**src/rtl/bram_axis_pkg.sv**
```systemverilog
// Shared types and default sizes for the BRAM-to-AXI-Stream reader.
package bram_axis_pkg;

  localparam int DEF_DATA_WIDTH = 16;
  localparam int DEF_ADDR_WIDTH = 9;
  localparam int DEF_NUM_BRAM   = 8;
  localparam int SEL_WIDTH      = 3;
  localparam int CNT_WIDTH      = 16;

  typedef enum logic [1:0] {
    IDLE,
    ISSUE,
    DRAIN,
    DONE
  } state_t;

endpackage

```
**src/rtl/bram_axis_reader_fifo.sv**
```systemverilog
// Two-entry skid FIFO holding returned BRAM words ahead of the stream port.
module axis_skid_fifo #(
  parameter int WIDTH = 18
) (
  input  logic             clk,
  input  logic             rst,
  input  logic             push,
  input  logic             pop,
  input  logic [WIDTH-1:0] din,
  output logic [WIDTH-1:0] dout,
  output logic             full,
  output logic             empty,
  output logic [1:0]       count
);

  logic [WIDTH-1:0] mem [2];
  logic             wr_ptr;
  logic             rd_ptr;

  always_ff @(posedge clk) begin
    if (rst) begin
      wr_ptr <= 1'b0;
      rd_ptr <= 1'b0;
      count  <= 2'd0;
    end else begin
      if (push) wr_ptr <= ~wr_ptr;
      if (pop)  rd_ptr <= ~rd_ptr;
      unique case ({push, pop})
        2'b10:   count <= count + 2'd1;
        2'b01:   count <= count - 2'd1;
        default: count <= count;
      endcase
    end
  end

  always_ff @(posedge clk) begin
    if (push) mem[wr_ptr] <= din;
  end

  assign dout  = mem[rd_ptr];
  assign full  = (count == 2'd2);
  assign empty = (count == 2'd0);

endmodule

```
**src/rtl/bram_axis_reader.sv**
```systemverilog
// Streams words from a range of BRAMs out of an AXI-Stream master.
// Define BRAM_AXIS_TLAST_PER_BRAM_EN to close a packet after every BRAM.
module bram_axis_reader
  import bram_axis_pkg::*;
#(
  parameter int DATA_WIDTH = DEF_DATA_WIDTH,
  parameter int ADDR_WIDTH = DEF_ADDR_WIDTH,
  parameter int NUM_BRAM   = DEF_NUM_BRAM
) (
  input  logic                         aclk,
  input  logic                         areset,
  input  logic                         start,
  input  logic [SEL_WIDTH-1:0]         rd_bram_start,
  input  logic [SEL_WIDTH-1:0]         rd_bram_end,
  input  logic [CNT_WIDTH-1:0]         rd_addr_start,
  input  logic [CNT_WIDTH-1:0]         rd_addr_count,
  output logic [ADDR_WIDTH-1:0]        bram_rd_addr,
  output logic [SEL_WIDTH-1:0]         bram_rd_sel,
  output logic                         bram_rd_en,
  input  logic [NUM_BRAM*DATA_WIDTH-1:0] bram_rd_data_flat,
  output logic [DATA_WIDTH-1:0]        m_axis_tdata,
  output logic                         m_axis_tvalid,
  input  logic                         m_axis_tready,
  output logic                         m_axis_tlast,
  output logic                         busy,
  output logic                         read_done,
  output logic                         param_err
);

  localparam int FW = DATA_WIDTH + 2;

  state_t state, state_nxt;

  logic [SEL_WIDTH-1:0]  b_cur;
  logic [SEL_WIDTH-1:0]  b_end;
  logic [ADDR_WIDTH-1:0] a_start;
  logic [CNT_WIDTH-1:0]  a_count;
  logic [CNT_WIDTH-1:0]  k;
  logic [ADDR_WIDTH-1:0] addr;

  logic                  rd_q;
  logic                  last_q;
  logic                  fin_q;
  logic [SEL_WIDTH-1:0]  sel_q;

  logic                  issue;
  logic                  k_last;
  logic                  b_last;
  logic                  issue_last;
  logic                  bad_order;
  logic                  no_words;
  logic                  push;
  logic                  pop;
  logic                  full;
  logic                  empty;
  logic [1:0]            fcnt;
  logic [2:0]            occ;
  logic [FW-1:0]         fdin;
  logic [FW-1:0]         fdout;

  logic [DATA_WIDTH-1:0] words [NUM_BRAM];

  for (genvar i = 0; i < NUM_BRAM; i++) begin : g_word
    assign words[i] = bram_rd_data_flat[i*DATA_WIDTH +: DATA_WIDTH];
  end

  assign bad_order = (rd_bram_end < rd_bram_start);
  assign no_words  = (rd_addr_count == '0);
  assign k_last    = (k == a_count - 16'd1);
  assign b_last    = (b_cur == b_end);

`ifdef BRAM_AXIS_TLAST_PER_BRAM_EN
  assign issue_last = k_last;
`else
  assign issue_last = k_last && b_last;
`endif

  // Credit counts the word already in flight and frees the slot being popped.
  assign pop   = !empty && m_axis_tready;
  assign occ   = {2'b0, rd_q} + {1'b0, fcnt} - {2'b0, pop};
  assign issue = (state == ISSUE) && (occ < 3'd2);

  always_ff @(posedge aclk) begin
    if (areset) state <= IDLE;
    else        state <= state_nxt;
  end

  always_comb begin
    state_nxt = state;
    busy      = 1'b1;
    read_done = 1'b0;
    unique case (state)
      IDLE: begin
        busy = 1'b0;
        if (start) begin
          if (bad_order || no_words) state_nxt = DONE;
          else                       state_nxt = ISSUE;
        end
      end
      ISSUE: begin
        if (issue && k_last && b_last) state_nxt = DRAIN;
      end
      DRAIN: begin
        if (pop && fdout[DATA_WIDTH+1]) state_nxt = DONE;
      end
      DONE: begin
        read_done = 1'b1;
        state_nxt = IDLE;
      end
      default: state_nxt = IDLE;
    endcase
  end

  always_ff @(posedge aclk) begin
    if (areset) begin
      b_cur     <= '0;
      b_end     <= '0;
      a_start   <= '0;
      a_count   <= '0;
      k         <= '0;
      addr      <= '0;
      param_err <= 1'b0;
      rd_q      <= 1'b0;
      last_q    <= 1'b0;
      fin_q     <= 1'b0;
      sel_q     <= '0;
    end else begin
      if (state == IDLE && start) begin
        b_cur     <= rd_bram_start;
        b_end     <= rd_bram_end;
        a_start   <= rd_addr_start[ADDR_WIDTH-1:0];
        a_count   <= rd_addr_count;
        k         <= '0;
        addr      <= rd_addr_start[ADDR_WIDTH-1:0];
        param_err <= bad_order;
      end else if (issue) begin
        if (k_last) begin
          k    <= '0;
          addr <= a_start;
          if (!b_last) b_cur <= b_cur + 3'd1;
        end else begin
          k    <= k + 16'd1;
          addr <= addr + ADDR_WIDTH'(1);
        end
      end
      rd_q   <= issue;
      last_q <= issue_last;
      fin_q  <= k_last && b_last;
      sel_q  <= b_cur;
    end
  end

  assign push = rd_q && (!full || pop);
  assign fdin = {fin_q, last_q, words[sel_q]};

  axis_skid_fifo #(
    .WIDTH (FW)
  ) u_skid (
    .clk   (aclk),
    .rst   (areset),
    .push  (push),
    .pop   (pop),
    .din   (fdin),
    .dout  (fdout),
    .full  (full),
    .empty (empty),
    .count (fcnt)
  );

  assign bram_rd_addr  = addr;
  assign bram_rd_sel   = b_cur;
  assign bram_rd_en    = issue;
  assign m_axis_tvalid = !empty;
  assign m_axis_tdata  = empty ? '0 : fdout[DATA_WIDTH-1:0];
  assign m_axis_tlast  = !empty && fdout[DATA_WIDTH];

endmodule

```
**config.mk**
```make
export PLATFORM = sky130hd
export DESIGN_NAME = bram_axis_reader
export DESIGN_NICKNAME = d
export VERILOG_FILES = /design/src/rtl/bram_axis_pkg.sv /design/src/rtl/bram_axis_reader_fifo.sv /design/src/rtl/bram_axis_reader.sv
export SDC_FILE = /design/constraint.sdc
export NUM_CORES = 1
export LEC_CHECK = 0
export CELL_PAD_IN_SITES_DETAIL_PLACEMENT = 1
export CELL_PAD_IN_SITES_GLOBAL_PLACEMENT = 1
export CORE_MARGIN = 10
export CORE_UTILIZATION = 35
export CTS_CLUSTER_SIZE = 40
export DETAILED_ROUTE_END_ITERATION = 6
export HOLD_SLACK_MARGIN = 0.1
export PLACE_DENSITY_LB_ADDON = 0.1
export REMOVE_ABC_BUFFERS = 1
export SYNTH_ARGS = -nofsm -noshare
export SYNTH_HDL_FRONTEND = slang
export SYNTH_SLANG_ARGS = --single-unit
```
**constraint.sdc**
```tcl
create_clock -name aclk -period 4.3 [get_ports aclk]
set_clock_uncertainty 0.05 [all_clocks]
set_input_delay 0.43 -clock aclk [delete_from_list [all_inputs] [get_ports aclk]]
set_output_delay 0.43 -clock aclk [all_outputs]
set_load 0.005 [all_outputs]
```
==> results.json, run 1 <==
{
  "status": "finished, final reports clean",
  "synth.avg_cell_area_um2": 9.84,
  "startpoint_type": "primary input",
  "end_kind": "output port",
  "synthTopCellsByArea": "dfxtp_1 23%, edfxtp_1 17%, mux4_2 12%, nand2_1 5.6%, mux2_2 4.1%",
  "place_congestion": 0.967,
  "min_path_type": "flip-flop to flip-flop",
  "first_pass_iters": 4,
  "synth_seq_cells": 103,
  "wl_per_cell_um": 20.7,
  "netlist.top_cell.by_area": "dfxtp_1",
  "max_slew_margin_pct": 30.1,
  "wl_um": 21300,
  "clkTransAtPathRegs_ns": 0.07,
  "dp_slack_ns": 0.466,
  "seq_area_mm2": 0.00240,
  "synth-async-reset-ratio_pct": 0,
  "post-route-util_pct": 49.7,
  "syn_to_final_growth_pct": 39.9,
  "grt_antenna_before_repair": 2,
  "setup_slack_ns": 0.605,
  "pin_count": 204,
  "synth_cell_types": 65,
  "die_x_um": 152,
  "overflow": 0,
  "postCtsHoldBufs": 0,
  "seq_area_frac_synth_pct": 39.4,
  "critical_path_class": "primary input to output port",
  "synthFlopType": "dfxtp_1",
  "cap_violations": 0,
  "grt_start_max_net_pins": 45,
  "cts_buffer_depth": 2,
  "clock-sinks": 103,
  "synth_common_cells": "91 x nand2_1, 69 x dfxtp_1, 56 x nor2_1",
  "vias": 5418,
  "clk_latency_ns": 0.35,
  "vdd_ir_drop_max_v": 0.000239,
  "drive_gt1_share_pct": 11.5,
  "grt_usage_pct": 18.0,
  "synth_edf_count": 34,
  "worstPathMaxFanout": 4,
  "start_util_pct": 35.5,
  "cpMaxStageDelayCell": "clkdlybuf4s50_1",
  "holdWs_ns": 0.394,
  "post_cts_resized": 0,
  "fp.dieH_um": 152,
  "antenna_left": 0,
  "cp_cell_sequence": "clkdlybuf4s50_1, o21ai_0, inv_1, ha_1, nor2b_1, fa_1, nand2b_1, or2_2, inv_1, clkdlybuf4s50_1",
  "first_global_vias": 5855,
  "ys.warnings.count": 0,
  "final.setup.tns_ns": 0,
  "yosysMostFrequentCell": "nand2_1",
  "nNetsFinal": 979,
  "fin_crit_ns": 3.69,
  "port_buffers": 196,
  "r2r_start": "a_count[1]",
  "p_leak_nw": 2.94,
  "rows": 48,
  "cts-root-buf": "clkbuf_16",
  "cp.arrival_ns": 3.21,
  "max_slew.worst_pin.slew_ns": 1.05,
  "h-tree-depth": 3,
  "period_share_pct": 85.9,
  "post_cts_buffers": 0,
  "routed_via_density": 5.27,
  "cp_slowest_stage_delay_ns": 0.53,
  "synth_top_area_share_pct": 22.7,
  "multi_input_area_mm2": 0.00344,
  "die-area_mm2": 0.0231,
  "cts_buffers": 9,
  "drt_iter0_markers": 234,
  "power.density_mw_per_mm2": 418,
  "final-max-slew-violation-count": 0,
  "hold_viol": 0,
  "drc": 0,
  "syn_inst": 620,
  "setup_viol": 0,
  "cp_data_required_time_ns": 3.82,
  "rsz0062_at_grt": "no",
  "fmax_mhz": 271,
  "grt_pass1_wl_um": 34000,
  "cts_tree": "built",
  "cp-startpoint": "m_axis_tready",
  "fp.coreArea_mm2": 0.0172,
  "hold_start": "fin_q",
  "nFillCells": 1921,
  "synthesis.area_mm2": 0.00610,
  "dp_hpwl_um": 16900
}
## sequential cells by signal, indices dropped and copies added (netlist names), named ones only
register and flops:
rd_q 1, bram_rd_addr 9, sel_q 3, u_skid.wr_ptr 1, u_skid.mem 34, k 16, a_count 16, u_skid.rd_ptr 1
param_err 1, b_end 3, u_skid.count 2, bram_rd_sel 3, a_start 9, state 2, fin_q 1
## path summary, 6_finish.rpt
check / depth (start not counted) / slack (ns) / to
min: 0 / 0.39 / u_skid.mem[0][16]
min reg2reg: 0 / 0.39 / u_skid.mem[0][16]
max: 10 / 0.61 / bram_rd_en
max reg2reg: 9 / 0.71 / k[8]
## power by group
group / leakage, nW / internal, mW / switching, mW
Clock: 0.145 / 0.456 / 0.371
Combinational: 1.93 / 0.715 / 0.669
Sequential: 0.871 / 1.17 / 0.188
Total: 2.94 / 2.34 / 1.23
## logic make-up after synthesis
logic type               after synthesis  share of synthesized area [%]
AO/OA/AOI/OAI                         98                           10.3
adder cells (fa/ha/maj)               13                           2.79
flip-flops                           103                           39.4
buffers and inverters                 58                           4.25
AND/OR/NAND/NOR                      234                           18.3
multiplexers                          76                           19.5
XOR/XNOR                              38                           5.46
## cell type report
| type | instances | area share [%] |
|---|---|---|
| clock buffer | 10 | 2.68 |
| multi-input combinational | 459 | 40.4 |
| timing repair buffer | 206 | 23.9 |
| sequential | 103 | 28.2 |
| inverter | 17 | 0.748 |
| tap | 225 | 3.30 |
| antenna | 2 | 0.0587 |
| clock inverter | 6 | 0.792 |
## worst max-delay path: cells and delay by family
kind | cells | cell delay (ns)
and+or+nand+nor | 3 | 0.63
AOI/OAI and AO/OA | 1 | 0.18
adders and majority gates | 2 | 0.74
buffers and inverters | 4 | 1.22
## through the flow
| stage | power [mW] | cells | instance area (um^2) |
|---|---|---|---|
| 3_3_place_gp | 2.72 | 1010 | 8230 |
| 4_1_cts | 3.62 | 1026 | 8520 |
| 5_1_grt | 3.81 | 1026 | 8520 |
| 2_1_floorplan | 2.13 | 579 | 5900 |
| 6_report | 3.57 | 1028 | 8530 |
| 3_5_place_dp | 2.78 | 1010 | 8230 |
## metal layers
metal  up-vias  track usage [%]  wire, um
met4         2             4.31       204
li1       2612                -         -
met5         -                0        19
met2       150             30.6     10500
met1      2639             22.8      9670
met3        15             3.53       862
## placed cells by master, fill, tap and decap left out, drive strengths merged, types with 3 or more instances in the layout
cell type	count
nand4	10
and3	5
xnor2	20
a211oi	4
clkdlybuf4s50	196
nand2	91
nor2b	9
xor2	18
dfxtp	69
clkbuf	10
nor4	10
mux2	22
nor3b	3
or2	4
o31ai	3
nor3	8
and2	3
or3	3
nand2b	4
o21ai	15
mux2i	22
nor2	56
ha	12
inv	19
a21oi	45
mux4	32
buf	10
edfxtp	34
nand3	16
(Power assumes the default switching activity.)
==> run 2, diff against run 1 <==
--- a/config.mk
+++ b/config.mk
@@ -7,9 +7,9 @@
 export LEC_CHECK = 0
 export CELL_PAD_IN_SITES_DETAIL_PLACEMENT = 1
 export CELL_PAD_IN_SITES_GLOBAL_PLACEMENT = 1
-export CORE_MARGIN = 10
+export CORE_MARGIN = 1
 export CORE_UTILIZATION = 35
-export CTS_CLUSTER_SIZE = 40
+export CTS_CLUSTER_SIZE = 28
 export DETAILED_ROUTE_END_ITERATION = 6
 export HOLD_SLACK_MARGIN = 0.1
 export PLACE_DENSITY_LB_ADDON = 0.1
==> run 2 against run 1 <==
Total power down 0.49%. Cell count down 0.49%. Worst hold slack about the same. Combinational power about the same. Count of clock-buffer cells in the layout unchanged. Worst setup slack better by 0.050 ns. Global-route usage up 3.2 points. Non-clock buffer count up 2. Die area down 22%. Critical path type unchanged.
==> results.json, run 2 (synthesis gave the netlist of run 1 again) <==
{
  "cp_cell_sequence": "clkdlybuf4s50_1, o21ai_0, inv_1, ha_1, nor2b_1, fa_1, nand2b_1, or2_2, inv_1, clkdlybuf4s50_1",
  "vias": 5429,
  "cts_buffers": 9,
  "grt-busiest-layer": "met2",
  "clk_latency_ns": 0.35,
  "status": "finished, final reports clean",
  "wl_um": 18600,
  "nNetsFinal": 981,
  "dp_slack_ns": 0.502,
  "drive_gt1_share_pct": 11.3,
  "grt_pass1_wl_um": 30000,
  "mostFrequentLayoutCell": "clkdlybuf4s50_1",
  "met1_usage_pct": 25.1,
  "cts-root-buf": "clkbuf_16",
  "cp_data_required_time_ns": 3.82,
  "grt_antenna_before_repair": 0,
  "syn_to_final_growth_pct": 39.8,
  "fin_crit_ns": 3.65,
  "grt.met2_usage_pct": 38.8,
  "overflow": 0,
  "reg.largest.list": "u_skid.mem (34), a_count (16), k (16)",
  "max_slew.worst_pin.slew_ns": 1.11,
  "grtUsageMet3_pct": 4.01,
  "diodes": 0,
  "setup_slack_ns": 0.655,
  "max_slew_margin_pct": 26.0,
  "post-route-util_pct": 50.7,
  "power.density_mw_per_mm2": 417,
  "wl_per_cell_um": 18.2,
  "rows": 47,
  "regMostFlops": "u_skid.mem",
  "drc": 0,
  "fp.coreArea_mm2": 0.0168,
  "nFillCells": 1846,
  "cts_buffer_depth": 2,
  "cp.arrival_ns": 3.17,
  "cp_slowest_stage_delay_ns": 0.55,
  "h-tree-depth": 3,
  "cpMaxStageDelayCell": "clkdlybuf4s50_1",
  "final_cell_mix": "196 x clkdlybuf4s50_1, 91 x nand2_1, 68 x dfxtp_1",
  "final-max-slew-violation-count": 0,
  "p_leak_nw": 2.95,
  "antenna_left": 0,
  "worstPathMaxFanout": 4,
  "critical_path_class": "primary input to output port",
  "dpl.cell_count": 1007,
  "largest_register_ff_count": 34,
  "post_cts_buffers": 0,
  "postCtsHoldBufs": 0,
  "port_buffers": 196,
  "grt_usage_pct": 21.2,
  "first_global_vias": 5866,
  "cap_violations": 0,
  "hold_viol": 0,
  "dp_hpwl_um": 14300,
  "vdd_ir_drop_max_v": 0.000225,
  "min_path_type": "flip-flop to flip-flop",
  "drt_iter0_markers": 194,
  "pin_count": 204,
  "clock-sinks": 103,
  "post_cts_resized": 0,
  "start_util_pct": 36.3,
  "cts_tree": "built",
  "holdWs_ns": 0.394,
  "rsz0062_at_grt": "no",
  "period_share_pct": 84.8,
  "die-area_mm2": 0.0180,
  "fin_cells": 1023,
  "first_pass_iters": 4,
  "fp.dieH_um": 134,
  "startpoint_type": "primary input",
  "final.setup.tns_ns": 0,
  "die_x_um": 134,
  "fmax_mhz": 274,
  "setup_viol": 0,
  "end_kind": "output port",
  "clkTransAtPathRegs_ns": 0.07,
  "grt_start_max_net_pins": 45,
  "place_congestion": 0.842,
  "routed_via_density": 5.31
}
[run 2: cell types whose count changed in the layout (fill, tap and decap cells not counted), sizes merged]
cell and delta:
inv -1, buf +2, clkinv +2, clkinvlp -1, diode -2
[run 2: final timing paths]
| check | from | to | slack [ns] | cells past startpoint |
|---|---|---|---|---|
| worst max-delay path | m_axis_tready | bram_rd_en | 0.65 | 10 |
| worst min-delay path | fin_q | u_skid.mem[1][16] | 0.39 | 0 |
| worst max register to register | a_count[0] | bram_rd_addr[8] | 0.67 | 10 |
| worst min register to register | fin_q | u_skid.mem[1][16] | 0.39 | 0 |
[run 2: final cells by class]
class | instances | area, um^2 | share of cell area (%)
sequential | 103 | 2400 | 28.2
clock buffer | 10 | 229 | 2.69
tap | 220 | 275 | 3.23
multi-input combinational | 459 | 3440 | 40.4
clock inverter | 6 | 58.8 | 0.690
inverter | 17 | 63.8 | 0.749
timing repair buffer | 208 | 2050 | 24.1
[run 2: per-stage QoR]
| step | total power, mW | instance area, um^2 |
|---|---|---|
| 6_report | 3.55 | 8520 |
| 5_1_grt | 3.78 | 8520 |
| 4_1_cts | 3.60 | 8520 |
| 3_5_place_dp | 2.76 | 8240 |
| 3_3_place_gp | 2.71 | 8240 |
| 2_1_floorplan | 2.13 | 5900 |
[run 2: critical path, delay by kind of cell]
family | cells | cell delay, ns
buffers and inverters | 4 | 1.20
adder cells (fa/ha/maj) | 2 | 0.73
AND/OR/NAND/NOR | 3 | 0.62
AO/OA/AOI/OAI | 1 | 0.19
[run 2: metal layers]
layer	wire [um]	vias to the layer above
met5	0	-
met4	214	0
met3	1120	13
met2	9400	153
met1	7910	2659
li1	-	2604
[run 2: power breakdown]
group          internal [mW]  total, mW  switching [mW]
Combinational          0.723       1.38           0.662
Sequential              1.17       1.35           0.181
Clock                  0.449      0.816           0.366
==> run 3, diff against run 2 <==
==> constraint.sdc (replaced) <==
create_clock -name aclk -period 3.4 [get_ports aclk]
set_clock_uncertainty 0.05 [all_clocks]
set_input_delay 0.34 -clock aclk [delete_from_list [all_inputs] [get_ports aclk]]
set_output_delay 0.34 -clock aclk [all_outputs]
set_load 0.005 [all_outputs]
==> run 3 against run 2 <==
Sequential power grew 23%. First-iteration DRC count is the same. Register-to-register slack lost 0.39 ns. Worst hold slack worse by 0.011 ns. Sequential share of layout area decreased by 0.60 points.
==> results.json, run 3 (synthesis gave the netlist of run 1 again) <==
{
  "path_buf_inv": 2,
  "cap_violations": 0,
  "fin_crit_ns": 3.12,
  "nNetsFinal": 997,
  "grt_usage_pct": 21.2,
  "hold_viol": 0,
  "start_util_pct": 36.3,
  "mostFrequentLayoutCell": "clkdlybuf4s50_1",
  "power.density_mw_per_mm2": 529,
  "crit_family": "compound AO/OA/AOI/OAI gates",
  "dp_slack_ns": -0.0758,
  "grt_start_max_net_pins": 45,
  "drc": 0,
  "grt_pass1_wl_um": 29800,
  "pin_count": 204,
  "first_global_vias": 5830,
  "cp_slowest_stage_delay_ns": 0.51,
  "min_path_type": "flip-flop to flip-flop",
  "power.total_mw": 4.61,
  "vdd_ir_drop_max_v": 0.000237,
  "cp_cell_sequence": "inv_1, ha_1, or4b_4, a211o_1, a2111oi_1, nand4_1, and4bb_1, buf_12, a211oi_1, a2111oi_2",
  "antenna_left": 0,
  "largest_register_ff_count": 34,
  "clk_latency_ns": 0.36,
  "max_slew.worst_pin.slew_ns": 0.842,
  "vias": 5517,
  "port_buffers": 196,
  "routed_via_density": 5.31,
  "setup_viol": 0,
  "grt_antenna_before_repair": 0,
  "diodes": 0,
  "cp.arrival_ns": 3.33,
  "setup_slack_ns": 0.278,
  "wl_per_cell_um": 18.0,
  "critical_path_class": "flip-flop to flip-flop",
  "worstPathMaxFanout": 17,
  "fp.dieH_um": 134,
  "multi_input_area_mm2": 0.00345,
  "cts_tree": "built",
  "fmax_mhz": 320,
  "cp_data_required_time_ns": 3.60,
  "seq_area_mm2": 0.00240,
  "fp.coreArea_mm2": 0.0168,
  "r2r_start": "a_count[0]",
  "reg.largest.list": "u_skid.mem (34), a_count (16), k (16)",
  "max_slew_margin_pct": 43.8,
  "final.setup.tns_ns": 0,
  "h-tree-depth": 3,
  "die_x_um": 134,
  "post-route-util_pct": 51.8,
  "status": "finished, final reports clean",
  "final_cell_mix": "195 x clkdlybuf4s50_1, 91 x nand2_1, 67 x dfxtp_1",
  "startpoint_type": "flip-flop",
  "cp-startpoint": "a_count[0]",
  "clock-sinks": 103,
  "nFillCells": 1905,
  "drt_iter0_markers": 194,
  "syn_to_final_growth_pct": 42.9,
  "cts_buffers": 9,
  "period_share_pct": 91.8,
  "overflow": 0,
  "rsz0062_at_grt": "no",
  "place_congestion": 0.813,
  "cts_buffer_depth": 2,
  "hold_start": "fin_q",
  "final-max-slew-violation-count": 0,
  "regMostFlops": "u_skid.mem",
  "wl_um": 18700,
  "end_kind": "flip-flop",
  "rows": 47,
  "clkTransAtPathRegs_ns": 0.08,
  "dp_hpwl_um": 14400,
  "first_pass_iters": 4,
  "drive_gt1_share_pct": 13.9,
  "cpMaxStageDelayCell": "or4b_4",
  "cts-root-buf": "clkbuf_16",
  "p_leak_nw": 3.06,
  "die-area_mm2": 0.0180
}
[run 3: changes by cell type in the layout (fill, tap and decap cells not counted), sizes merged]
cell,delta
clkbuf,-1
buf,+16
dlymetal6s2s,+1
clkinvlp,+1
inv,+2
clkinv,-2
clkdlybuf4s50,-1
[run 3: path summary, 6_finish.rpt]
| kind | slack [ns] | end | cells after the start |
|---|---|---|---|
| setup / recovery | 0.28 | bram_rd_sel[2] | 10 |
| setup reg to reg | 0.28 | bram_rd_sel[2] | 10 |
| hold reg to reg | 0.38 | u_skid.mem[0][16] | 0 |
| hold / removal | 0.38 | u_skid.mem[0][16] | 0 |
[run 3: metrics by stage]
| step | area [um^2] | hold slack [ns] | std cells |
|---|---|---|---|
| 3_5_place_dp | 8390 | 0.368 | 1023 |
| 6_report | 8710 | 0.383 | 1039 |
| 4_1_cts | 8710 | 0.385 | 1039 |
| 3_3_place_gp | 8390 | 0.362 | 1023 |
| 2_1_floorplan | 5900 | 0.354 | 579 |
| 5_1_grt | 8710 | 0.389 | 1039 |
[run 3: per-layer routing]
| layer | share of wire (%) | global-route usage, % | up-vias |
|---|---|---|---|
| met5 | 0 | 0 | - |
| met3 | 6.0 | 3.59 | 17 |
| met1 | 42 | 24.4 | 2698 |
| met2 | 51 | 39.4 | 157 |
| met4 | 1.5 | 6.57 | 0 |
| li1 | - | - | 2645 |
[run 3: power by group]
part / leakage [nW] / total (mW) / switching [mW] / internal (mW)
clock: 0.151 / 1.09 / 0.505 / 0.587
sequential: 0.872 / 1.66 / 0.180 / 1.48
combinational: 2.04 / 1.86 / 0.894 / 0.968
total: 3.06 / 4.61 / 1.58 / 3.03
[run 3: timing repair]
item                                    CTS  global route
pin swaps                                 0             0
cloned                                    0             0
gates resized for setup                   2             3
endpoints found under the setup margin    1             1
setup buffers                             0             0
hold buffers                              0             0
[run 3: worst reg2reg max path: cells and delay by family, from the launching register on]
family / cells / cell delay [ns]
AO/OA/AOI/OAI: 4 / 1.19
AND/OR/NAND/NOR: 3 / 1.09
flip-flops: 1 / 0.31
buffers and inverters: 2 / 0.22
adder cells (fa/ha/maj): 1 / 0.16
[run 3: area by class of cell]
type | count | area share [%]
timing repair buffer | 224 | 25.4
inverter | 17 | 0.732
multi-input combinational | 459 | 39.5
tap | 220 | 3.16
clock inverter | 7 | 1.01
sequential | 103 | 27.6
clock buffer | 9 | 2.58
==> RTL edit 1: new RTL, flow settings as in run 3 <==
Register the output `param_err` once more, cleared by the reset; this adds one clock of latency there. The other outputs are not delayed to match.
--- a/src/rtl/bram_axis_reader.sv
+++ b/src/rtl/bram_axis_reader.sv
@@ -28,6 +28,8 @@
 );
 
   localparam int FW = DATA_WIDTH + 2;
+
+  logic param_err_s0;
 
   state_t state, state_nxt;
 
@@ -119,7 +121,7 @@
       a_count   <= '0;
       k         <= '0;
       addr      <= '0;
-      param_err <= 1'b0;
+      param_err_s0 <= 1'b0;
       rd_q      <= 1'b0;
       last_q    <= 1'b0;
       fin_q     <= 1'b0;
@@ -132,7 +134,7 @@
         a_count   <= rd_addr_count;
         k         <= '0;
         addr      <= rd_addr_start[ADDR_WIDTH-1:0];
-        param_err <= bad_order;
+        param_err_s0 <= bad_order;
       end else if (issue) begin
         if (k_last) begin
           k    <= '0;
@@ -174,5 +176,13 @@
   assign m_axis_tdata  = empty ? '0 : fdout[DATA_WIDTH-1:0];
   assign m_axis_tlast  = !empty && fdout[DATA_WIDTH];
 
+  always_ff @(posedge aclk) begin
+    if (areset) begin
+      param_err <= '0;
+    end else begin
+      param_err <= param_err_s0;
+    end
+  end
+
 endmodule
 
Function: changed (a bounded check fails within 4 cycles, from zero or initial values and one cycle with areset high).
==> RTL edit 1 against run 3 <==
  * Synthesized area shrank 1.7%
  * Worst setup slack lost 2.5 ps
  * Fmax is essentially flat
  * Utilization shrank 0.34 points
  * Power shrank 2.3%
  * Sequential cell count grew 1
  * Wire length shrank 1.0%
  * Final area shrank 1.7%
  * Critical path type unchanged
  * Critical endpoint is now bram_rd_addr[6]
  * Highest routed layer unchanged
==> RTL edit 1: results (changes against run 3) <==
place:
  dp_hpwl_mm: 14.22  # -1.3%
  place_ws_ps: 50.89  # +126.7 ps
  place.gp.congestion: 0.8731  # +7.4%
  dpl_cell_area_um2: 8252  # -1.7%
global_routing:
  grt_max_degree: 33  # -27%
  globalRouteTotalUtil: 0.2114  # about the same
  grt_pass1_wl_mm: 29.50  # -1.2%
  grt_pass1_vias: 5726  # -1.8%
layout:
  reg_top3: "u_skid.mem: 34 flops, a_count: 16 flops, k: 16 flops"
  drive_above_1_share: 0.1280  # -0.01121
  final_nets: 975  # -2.2%
pwr:
  p_leak_nw: 2.974  # -2.9%
  ir_drop_v: 0.0002636  # +11%
  switchingPower_mw: 1.526  # -3.4%
drt:
  dr_wl_met3_mm: 1.011  # -10%
  drt_iter0_markers: 162  # -16%
  top_layer_used: "met4"
  m1WireLength_mm: 7.946  # +2.1%
  wirelength_mm: 18.46  # -1.0%
  via_per_inst: 5.263  # -0.89%
  routed-wl-met2_mm: 9.090  # -3.9%
logic_synthesis:
  ys_top_cells_by_area: "dfxtp_1 23%, edfxtp_1 17%, mux4_2 12%"
  synthFlopType: "dfxtp_1"
  seq_area_frac_synth: 0.4041  # +0.01016
  synth.distinct_cells: 61  # -6.2%
  netlist_top_cells_count: "75 x nand2_1, 70 x dfxtp_1, 65 x nor2_1"
timing:
  tightestPinTransition_ps: 900.8  # +59.04 ps
worst_setup_path:
  arrival_ps: 3270  # -60 ps
  cpMaxStageDelayCell: "a2111oi_0"
  worstPathMaxFanout: 15  # -2
  slowest_delay_ps: 550  # +40 ps
status:
  status: "completed"
==> RTL edit 1: cell count changes in the layout (fill, tap and decap cells not counted), moves of 3 or more <==
cell      delta
nand2_1     -17
nor2b_1      -4
a21oi_1      -4
nor2_1      +10
nor3_1       +8
o21a_1       +7
nand2b_1     +3
xnor2_1      +3
and2_1       +3
nor4_1       -4
o21ai_0      -6
buf_4        -8
mux2_2       -5
or4_1        +3
==> RTL edit 1: final timing paths <==
kind | start | end | slack [ps] | depth (start not counted)
max | a_count[0] | bram_rd_addr[6] | 280 | 10
min | fin_q | u_skid.mem[1][16] | 380 | 0
min reg2reg | fin_q | u_skid.mem[1][16] | 380 | 0
max reg2reg | a_count[0] | bram_rd_addr[6] | 280 | 10
==> RTL edit 1: cell families after synthesis <==
kind of cell / after synthesis / synth area share
compound gates: 90 / 0.1025
mux: 69 / 0.1856
xor+xnor: 39 / 0.05698
fa+ha+maj: 13 / 0.02839
buf+inv: 51 / 0.03527
simple gates: 232 / 0.1872
flops: 104 / 0.4041
==> RTL edit 1: repair_timing <==
item / 4_1_cts / 5_1_grt
gates resized for setup: 3 / 4
buffers inserted: 0 / 1
setup endpoints to repair: 1 / 1
pin swaps: 0 / 0
==> RTL edit 1: final cells by class <==
| type | count | area (um2) |
|---|---|---|
| clock inverters | 5 | 57.56 |
| flip-flops and latches | 104 | 2425 |
| clock buffers | 11 | 232.7 |
| multi-input cells | 443 | 3366 |
| fillers | 1850 | 8075 |
| repair buffers | 216 | 2142 |
| well taps | 220 | 275.3 |
| inverters | 18 | 68.82 |
==> RTL edit 1: worst max-delay path, delay by kind of cell (launching register included) <==
kind                     cells  cell delay (ps)
AO/OA/AOI/OAI                5             1430
adder cells (fa/ha/maj)      1              280
buffers and inverters        2              270
flip-flops                   1              430
AND/OR/NAND/NOR              2              500
==> RTL edit 1: power by group through the flow <==
stage / sequential [mW] / clock (mW) / combinational, mW
4_1_cts: 1.66 / 1.06 / 1.83
3_5_place_dp: 1.69 / 0 / 1.81
2_1_floorplan: 1.67 / 0 / 1.00
6_report: 1.66 / 1.03 / 1.82
5_1_grt: 1.68 / 1.11 / 1.99
3_3_place_gp: 1.67 / 0 / 1.74
==> RTL edit 1: routing by layer <==
| layer | vias up | global-route usage |
|---|---|---|
| li1 | 2561 | - |
| met1 | 2585 | 0.2553 |
| met2 | 178 | 0.3755 |
| met3 | 28 | 0.03870 |
| met4 | 0 | 0.07216 |
| met5 | - | 0 |
==> RTL edit 1: stage by stage <==
stage	hold WS [ps]	std cells
floorplan	353.7	565
global placement	362.0	1000
detailed placement	368.0	1000
global route	407.4	1017
CTS	384.3	1016
finish	377.3	1017
==> RTL edit 2: new RTL, flow settings as in run 3 <==
Made on the original files. Set the package constant `SEL_WIDTH` to 2 (it was 3).
--- a/src/rtl/bram_axis_pkg.sv
+++ b/src/rtl/bram_axis_pkg.sv
@@ -4,7 +4,7 @@
   localparam int DEF_DATA_WIDTH = 16;
   localparam int DEF_ADDR_WIDTH = 9;
   localparam int DEF_NUM_BRAM   = 8;
-  localparam int SEL_WIDTH      = 3;
+  localparam int SEL_WIDTH      = 2;
   localparam int CNT_WIDTH      = 16;
 
   typedef enum logic [1:0] {
Interface: changed (resized bram_rd_sel, rd_bram_end and rd_bram_start); port bits go from 204 to 201. No check against the original RTL was run, so the function may have changed too.
==> RTL edit 2 against run 3 <==
  * The flow now finishes with violations (design-rule violations)
  * Power fell by 3.5%
  * Final area down 15%
  * Synthesized area fell by 13%
  * Sequential cell count is 3 lower
  * Worst setup slack lost 190 ps
  * Die area is 13% lower
  * Sequential power is 4% lower
  * Sequential share of layout area is 4.0 points higher
  * Wire length down 13%
  * Critical path type unchanged
  * Critical endpoint is now bram_rd_addr[4]
  * Highest routed layer unchanged
==> RTL edit 2: results (changes against run 3) <==
global_routing:
  globalRouteTotalUtil: 0.2060  # -0.005615
  grt_max_degree: 32  # -29%
  grt_pass1_vias: 5045  # -13%
  grt_pass1_wl_mm: 25.56  # -14%
  grt_antenna_before_repair: 0  # unchanged
logic_synthesis:
  synth.distinct_cells: 53  # -18%
  synth_edf_count: 34  # unchanged
  netlist_top_cells_count: "88 x nand2_1, 68 x nor2_1, 66 x dfxtp_1"
  seq_area_frac_synth: 0.4404  # +0.04644
  synthFlopType: "dfxtp_1"
  synthCells: 572  # -7.7%
  ys_top_cells_by_area: "dfxtp_1 25%, edfxtp_1 19%, mux4_2 6.8%"
  yosys_warnings: 0  # unchanged
  async_reset_ff_frac: 0  # unchanged
place:
  dp_hpwl_mm: 12.22  # -15%
  place.gp.congestion: 0.8602  # +5.8%
  port_buffers: 129  # -34%
  dpl.cell_count: 890  # -13%
  place_ws_ps: -95.81  # -20.04 ps
  dpl_cell_area_um2: 7002  # -17%
clock_tree:
  clkTransAtPathRegs_ps: 70
  cts_root_buf: "clkbuf_16"
  clkLatencyLatePin_ps: 350
  clk_path_buf_depth: 2  # unchanged
  h-tree-depth: 3  # unchanged
  cts-buffers-inserted: 9  # unchanged
hold_path:
  worst_hold_path_type: "reg -> reg"
  holdPathStages: 0  # unchanged
  whs_endpoint: "u_skid.mem[0][16]"
  hold_start: "fin_q"
drt:
  drt_first_pass_iters: 6  # +2
  drt_iter0_markers: 226  # +16%
  wirelength_mm: 16.16  # -13%
  drc: 14  # +14
  routed-via-count: 4839  # -12%
  via_per_inst: 5.312  # about the same
worst_setup_path:
  r2r_start: "a_count[2]"
  crit_path_end: "bram_rd_addr[4]"
  slowest_delay_ps: 610  # +100 ps
  worstPathMaxFanout: 15  # -2
  timing.critical_path.from: "a_count[2]"
  rr_worst_depth: 10  # unchanged
  arrival_ps: 3510  # +180 ps
  crit_family: "simple AND/OR/NAND/NOR gates"
  cpMaxStageDelayCell: "or4b_2"
status:
  failed_checks: "design-rule violations"
  status: "complete, but fails checks"
pwr:
  ir_drop_v: 0.0003236  # +36%
  power.share.switching: 0.3506  # +0.008309
  p_leak_nw: 2.653  # -13%
layout:
  antenna-diode-count: 0  # unchanged
  final_nets: 901  # -9.6%
  drive_above_1_share: 0.1431  # +0.003860
  reg_top3: "u_skid.mem: 34 flops, a_count: 16 flops, k: 16 flops"
timing:
  worst_slack_ps: 90.16  # -187.6 ps
  hold_ws_ps: 394.0  # +11.21 ps
  tightestPinTransition_ps: 848.4  # +6.621 ps
==> RTL edit 2: changes by cell type after synthesis, moves of 5 or more <==
cell	before	now
nor2_1	56	68
o21ai_0	15	5
clkbuf_1	26	31
mux2_2	22	2
mux4_2	32	16
nand4_1	10	5
a311oi_1	2	8
buf_1	8	2
nor3_1	7	14
nand3_1	16	21
or4_1	0	6
==> RTL edit 2: power groups by stage <==
stage / Clock, mW / Sequential (mW) / Combinational [mW]
4_1_cts: 1.09 / 1.60 / 1.73
2_1_floorplan: 0 / 1.61 / 0.891
3_5_place_dp: 0 / 1.62 / 1.69
3_3_place_gp: 0 / 1.61 / 1.65
5_1_grt: 1.14 / 1.63 / 1.94
6_report: 1.07 / 1.60 / 1.78
==> RTL edit 2: layout make-up <==
cell class	instances	area, um2
Clock buffer	9	225.2
Clock inverter	7	80.08
Fill cell	1660	7274
Inverter	18	67.56
Multi-Input combinational cell	419	2845
Sequential cell	100	2345
Tap cell	184	230.2
Timing Repair Buffer	174	1632
==> RTL edit 2: what timing repair did <==
item,CTS,global route
hold buffers,0,0
gates resized for setup,2,16
endpoints found under the setup margin,2,14
setup buffers,2,3
pin swaps,0,2
==> RTL edit 2: cells by family (layout without fill, tap and decap cells) <==
group,Yosys count,in the layout,share of synthesized area
AO/OA/AOI/OAI,85,85,0.1059
flip-flops,100,100,0.4404
XOR/XNOR,40,40,0.06587
buffers and inverters,53,208,0.03787
adder cells (fa/ha/maj),11,11,0.02729
AND/OR/NAND/NOR,247,247,0.2169
multiplexers,36,36,0.1059
==> RTL edit 2: routing by layer <==
layer | GRT usage | routed length, um
met4 | 0.06241 | 164
met2 | 0.3638 | 7894
met3 | 0.03808 | 902
met1 | 0.2543 | 7200
met5 | 0 | 0
